<file path="src/rtl/miriscv_csr_pkg.sv">
// Shared CSR definitions for the miriscv core: machine XLEN, interrupt cause
// codes, mip bit positions, the interrupt front-end state type and an mcause
// builder for interrupt traps.
package miriscv_csr_pkg;

  localparam int unsigned MXLEN = 32;

  // Machine-level interrupt exception codes (mcause[3:0] with mcause[MXLEN-1]=1)
  localparam logic [3:0] INTERRUPT_MACHINE_SW    = 4'd3;
  localparam logic [3:0] INTERRUPT_MACHINE_TIMER = 4'd7;
  localparam logic [3:0] INTERRUPT_MACHINE_EXT   = 4'd11;

  // Live bit positions in mip/mie
  localparam int unsigned MIP_MSIP_BIT = 3;
  localparam int unsigned MIP_MTIP_BIT = 7;
  localparam int unsigned MIP_MEIP_BIT = 11;

  typedef enum logic [1:0] {
    IRQ_IDLE,
    IRQ_REQ,
    IRQ_ACKED
  } irq_state_t;

  // mcause value for an interrupt: interrupt flag in the MSB, code zero-extended
  function automatic logic [MXLEN-1:0] irq_mcause(input logic [3:0] code);
    irq_mcause            = '0;
    irq_mcause[MXLEN-1]   = 1'b1;
    irq_mcause[3:0]       = code;
  endfunction

endpackage

</file>
<file path="src/rtl/miriscv_sync_cell.sv">
// N-flop synchronizer for a single asynchronous level.
// Ports:
//   clk_i    destination clock
//   rst_n_i  synchronous active-low reset, clears the whole chain
//   d_i      asynchronous input
//   q_o      synchronized output (last stage)
module miriscv_sync_cell #(
  parameter int unsigned STAGES = 2
) (
  input  logic clk_i,
  input  logic rst_n_i,
  input  logic d_i,
  output logic q_o
);

  logic [STAGES-1:0] sync_q;

  always_ff @(posedge clk_i) begin
    if (!rst_n_i) begin
      sync_q <= '0;
    end else begin
      sync_q <= {sync_q[STAGES-2:0], d_i};
    end
  end

  assign q_o = sync_q[STAGES-1];

endmodule

</file>
<file path="src/rtl/miriscv_irq_ctrl.sv">
// Machine-level interrupt front end feeding the CSR/trap unit.
// Captures software/timer/external sources into mip, masks with mie and
// mstatus.MIE, arbitrates MEI > MSI > MTI and offers one request with its
// mcause over a req/ack handshake.
// Ports:
//   clk_i, rst_n_i   clock, synchronous active-low reset
//   irq_sw_i         machine software irq (level, clk_i domain)
//   irq_timer_i      machine timer irq (level, clk_i domain)
//   irq_ext_i        machine external irq (asynchronous)
//   mstatus_mie_i    global interrupt enable
//   mie_i            mie CSR (bits 3, 7, 11 used)
//   irq_req_o        request to CSR unit
//   irq_cause_o      mcause value of the request
//   irq_ack_i        CSR unit takes the trap this cycle
//   mip_o            mip CSR read value
module miriscv_irq_ctrl
  import miriscv_csr_pkg::*;
#(
  parameter int unsigned SYNC_STAGES = 2,
  parameter int unsigned EXT_EDGE    = 0
) (
  input  logic             clk_i,
  input  logic             rst_n_i,
  input  logic             irq_sw_i,
  input  logic             irq_timer_i,
  input  logic             irq_ext_i,
  input  logic             mstatus_mie_i,
  input  logic [MXLEN-1:0] mie_i,
  output logic             irq_req_o,
  output logic [MXLEN-1:0] irq_cause_o,
  input  logic             irq_ack_i,
  output logic [MXLEN-1:0] mip_o
);

  logic             ext_s;
  logic             ext_prev_q;
  logic             msip_q, mtip_q, meip_q, meip_d;
  logic             meip_clr;
  logic             en_msi, en_mti, en_mei, en_any, en_latched;
  logic [3:0]       win_code;
  irq_state_t       state_q, state_d;
  logic [MXLEN-1:0] cause_q, cause_d;
  logic             unused_mie;

  miriscv_sync_cell #(
    .STAGES (SYNC_STAGES)
  ) u_ext_sync (
    .clk_i   (clk_i),
    .rst_n_i (rst_n_i),
    .d_i     (irq_ext_i),
    .q_o     (ext_s)
  );

  assign unused_mie = ^{mie_i[MXLEN-1:12], mie_i[10:8], mie_i[6:4], mie_i[2:0]};

  always_comb begin
    en_msi = msip_q & mie_i[MIP_MSIP_BIT] & mstatus_mie_i;
    en_mti = mtip_q & mie_i[MIP_MTIP_BIT] & mstatus_mie_i;
    en_mei = meip_q & mie_i[MIP_MEIP_BIT] & mstatus_mie_i;
    en_any = en_msi | en_mti | en_mei;
  end

  always_comb begin
    win_code = INTERRUPT_MACHINE_TIMER;
    if (en_mei) begin
      win_code = INTERRUPT_MACHINE_EXT;
    end else if (en_msi) begin
      win_code = INTERRUPT_MACHINE_SW;
    end
  end

  // Enable of the source that was latched at REQ entry, for withdraw detection
  always_comb begin
    en_latched = 1'b0;
    case (cause_q[3:0])
      INTERRUPT_MACHINE_EXT:   en_latched = en_mei;
      INTERRUPT_MACHINE_SW:    en_latched = en_msi;
      INTERRUPT_MACHINE_TIMER: en_latched = en_mti;
      default:                 en_latched = 1'b0;
    endcase
  end

  // Edge mode: a new rising edge in the same cycle as the ack clear wins
  always_comb begin
    meip_clr = irq_ack_i && (state_q == IRQ_REQ) &&
               (cause_q[3:0] == INTERRUPT_MACHINE_EXT);
    if (EXT_EDGE != 0) begin
      meip_d = (ext_s & ~ext_prev_q) | (meip_q & ~meip_clr);
    end else begin
      meip_d = ext_s;
    end
  end

  always_comb begin
    state_d = state_q;
    cause_d = cause_q;
    case (state_q)
      IRQ_IDLE: begin
        if (en_any) begin
          state_d = IRQ_REQ;
          cause_d = irq_mcause(win_code);
        end
      end
      IRQ_REQ: begin
        if (irq_ack_i) begin
          state_d = IRQ_ACKED;
        end else if (!en_latched) begin
          state_d = IRQ_IDLE;
        end
      end
      IRQ_ACKED: state_d = IRQ_IDLE;
      default:   state_d = IRQ_IDLE;
    endcase
  end

  always_ff @(posedge clk_i) begin
    if (!rst_n_i) begin
      msip_q     <= 1'b0;
      mtip_q     <= 1'b0;
      meip_q     <= 1'b0;
      ext_prev_q <= 1'b0;
      state_q    <= IRQ_IDLE;
      cause_q    <= '0;
    end else begin
      msip_q     <= irq_sw_i;
      mtip_q     <= irq_timer_i;
      meip_q     <= meip_d;
      ext_prev_q <= ext_s;
      state_q    <= state_d;
      cause_q    <= cause_d;
    end
  end

  always_comb begin
    mip_o               = '0;
    mip_o[MIP_MSIP_BIT] = msip_q;
    mip_o[MIP_MTIP_BIT] = mtip_q;
    mip_o[MIP_MEIP_BIT] = meip_q;
  end

  assign irq_req_o   = (state_q == IRQ_REQ);
  assign irq_cause_o = cause_q;

endmodule

</file>
<file path="config.mk">
export PLATFORM = sky130hd
export DESIGN_NAME = miriscv_irq_ctrl
export DESIGN_NICKNAME = d
export VERILOG_FILES = /design/src/rtl/miriscv_csr_pkg.sv /design/src/rtl/miriscv_sync_cell.sv /design/src/rtl/miriscv_irq_ctrl.sv
export SDC_FILE = /design/constraint.sdc
export NUM_CORES = 1
export LEC_CHECK = 0
export CAP_MARGIN = 20
export CELL_PAD_IN_SITES_DETAIL_PLACEMENT = 0
export CELL_PAD_IN_SITES_GLOBAL_PLACEMENT = 1
export CORE_MARGIN = 10
export CORE_UTILIZATION = 17
export CTS_CLUSTER_DIAMETER = 100
export CTS_CLUSTER_SIZE = 24
export DETAILED_ROUTE_END_ITERATION = 10
export HOLD_SLACK_MARGIN = 0.15
export PLACE_DENSITY = 0.84
export SLEW_MARGIN = 10
export SYNTH_ARGS = -nofsm -noshare
export SYNTH_HDL_FRONTEND = slang
export SYNTH_SLANG_ARGS = --single-unit
</file>
<file path="constraint.sdc">
create_clock -name clk_i -period 3.1 [get_ports clk_i]
set_input_delay 0.62 -clock clk_i [delete_from_list [all_inputs] [get_ports clk_i]]
set_output_delay 0.62 -clock clk_i [all_outputs]
set_load 0.02 [all_outputs]
</file>
==> results.tsv <==
stage	metric	value	unit
critical_path	cp_slowest_cell	clkdlybuf4s50_1	
timing	finalHoldViolations	0	
grt	grt_pass1_wl	2.73	mm
grt	grt_max_degree	12	
die	dieArea	8190	µm²
routing	viasPerCell	2.72	
synthesis	yosysUniqueCellTypes	22	
cells_and_area	utilization	18.8	%
die	fp-row-count	25	
place	portBuffers	18	
critical_path	path_class	reg2out	
clocking	cts_tree	done	
timing	rsz0062_at_grt	false	
critical_path	worstPathArrival	1450	ps
die	initial_core_util	17.8	%
clocking	path_clk_slew	40	ps
cells_and_area	diodes	0	
timing	fmax	482	MHz
routing	vias	489	
place	post-dp-hpwl	1.70	mm
die	die_h	90.5	µm
critical_path	ff2ff_path_depth	3	
synthesis	async_reset_ff_share	0	%
synthesis	seq_area_frac_synth	23.7	%
cells_and_area	nets	154	
critical_path	crit_family	buffers and inverters	
die	top_level_ports	104	
critical_path	rrSetupSlack	1980	ps
clocking	clock_sinks	10	
timing	skew	1.96	ps
critical_path	endpoint_kind	primary output	
synthesis	synth_warnings	0	
clocking	postCtsSetupRepairBufs	0	
timing	finalSetupTns	0	ps
critical_path	cp-endpoint	irq_req_o	
synthesis	synth_edf_count	0	
die	core	4750	µm²
cells_and_area	stdcell_count	180	
clocking	cts_max_level	1	
synthesis	synth-seq-cells	10	
place	gp_congestion	0.688	
timing	fin_crit_sh	66.9	%
clocking	clockRootBuffer	clkbuf_8	
clocking	clk_latency	230	ps
critical_path	crit_path_max_fanout	3	
clocking	ctsResizeCount	0	
timing	timing.hold.ws	425	ps
routing	dr.pass1.iters	4	
synthesis	ys.flop_type	dfxtp_1	
power	ir_drop	0.138	mV
critical_path	regToRegStartpoint	state_q[0]	
place	post-place-ws	1170	ps
critical_path	start_kind	flip-flop	
synthesis	avgSynthCellArea	8.53	µm²
timing	slew_violations	0	
grt	grt_antenna_before_repair	0	
critical_path	critPathBufInv	1	
clocking	cts_hold_buf	0	
routing	routed_wl	1.85	mm
critical_path	cp.required	2480	ps
power	leakagePower	0.404	nW
critical_path	worstSetupPathDepth	2	
grt	track_usage	4.14	%
place	dp_cells	177	
timing	finalSetupViolations	0	
outcome	status	finished, final reports clean	
timing	layout_setup_ws	1030	ps
routing	drt_iter0_drc	10	
power	p_per_area	415	nW/µm²
critical_path	path_cells	nor2b_1 -> clkdlybuf4s50_1	
critical_path	r2r_end	irq_cause_o[3]	
clocking	cts_buffers	3	
clocking	cts_buffer_depth	2	
critical_path	max_stage_delay	650	ps
synthesis	netlist_area	845	µm²
routing	wl_per_cell	10.3	µm
routing	drc	0	
job	drv_cap	0	
hold_path	holdCritPathClass	reg2reg	
routing	ant_nets	0	
grt	grt_pass1_vias	546	
timing	min_period	2070	ps
synthesis	synth_cells	99	
die	die_w	90.5	µm
critical_path	critical_path.startpoint	state_q[0]	
grt	globalRouteOverflowTotal	0	
cells_and_area	syn_to_final_growth	5.93	%
cells_and_area	drive_gt1_share	4.42	%
cell type report:
| type | instances | area, µm² |
|---|---|---|
| Fill cell | 567 | 3860 |
| Multi-Input combinational cell | 82 | 389 |
| Sequential cell | 10 | 200 |
| Timing Repair Buffer | 18 | 180 |
| Tap cell | 67 | 83.8 |
| Clock buffer | 3 | 41.3 |
cell families after synthesis:
logic type | Yosys count | synth area share [%]
flip-flops | 10 | 23.7
buffers and inverters | 62 | 54.7
AO/OA/AOI/OAI | 9 | 7.85
AND/OR/NAND/NOR | 17 | 13.3
other | 1 | 0.444
flip-flops by register name, summed over array words and instances, names as in the netlist:
name               cells
msip_q                 1
meip_q                 1
mtip_q                 1
u_ext_sync.sync_q      2
irq_cause_o            3
state_q                2
worst min path at each step:
stage	from	endpoint	depth (start not counted)
final	u_ext_sync.sync_q[0]	u_ext_sync.sync_q[1]	1
after floorplan	u_ext_sync.sync_q[1]	meip_q	1
after global routing	u_ext_sync.sync_q[0]	u_ext_sync.sync_q[1]	1
after CTS	u_ext_sync.sync_q[0]	u_ext_sync.sync_q[1]	1
after detailed placement	u_ext_sync.sync_q[1]	meip_q	1
after global placement	u_ext_sync.sync_q[1]	meip_q	1
Yosys cell counts (all sizes together), types with 2 or more instances:
library cell	instances	area, µm²
nand2	2	7.51
a21oi	2	13.8
nor2b	2	12.5
nor3b	2	15.0
nand4b	2	17.5
buf	61	458
dfxtp	10	200
and2	5	31.3
report_power, final:
part           switching [mW]  internal (mW)
Sequential            0.00380          0.134
Clock                  0.0430         0.0843
Combinational          0.0805         0.0253
cell usage in the layout, fill, tap and decap left out:
cell             instances
conb_1                  56
clkdlybuf4s50_1         18
dfxtp_1                 10
and2_1                   5
clkbuf_8                 3
nor2b_1                  2
nor3b_1                  2
nand2_1                  2
nand4b_1                 2
and3_1                   1
or3b_4                   1
a22oi_1                  1
o21ai_0                  1
nand3_1                  1
a21boi_1                 1
a21oi_1                  1
a31oi_1                  1
a21oi_2                  1
o21a_1                   1
o311a_1                  1
nand4_1                  1
o2bb2ai_1                1
through the flow:
step | power, mW | instance area, µm²
6_report | 0.371 | 895
5_1_grt | 0.396 | 895
4_1_cts | 0.376 | 895
3_5_place_dp | 0.243 | 853
3_3_place_gp | 0.242 | 853
2_1_floorplan | 0.275 | 1050
worst register-to-register path, delay by kind of cell, from the launching register on:
kind            cells  cell delay [ps]
simple gates        1              410
flops               1              310
compound gates      2              280
routing by layer:
| layer | track usage [%] | part of all wire, % |
|---|---|---|
| met1 | 2.92 | 29 |
| met2 | 7.81 | 58 |
| met3 | 2.83 | 13 |
| met4 | 2.39 | 0.32 |
| met5 | 0 | 0 |
No activity file was read; power rests on OpenSTA's default activity.
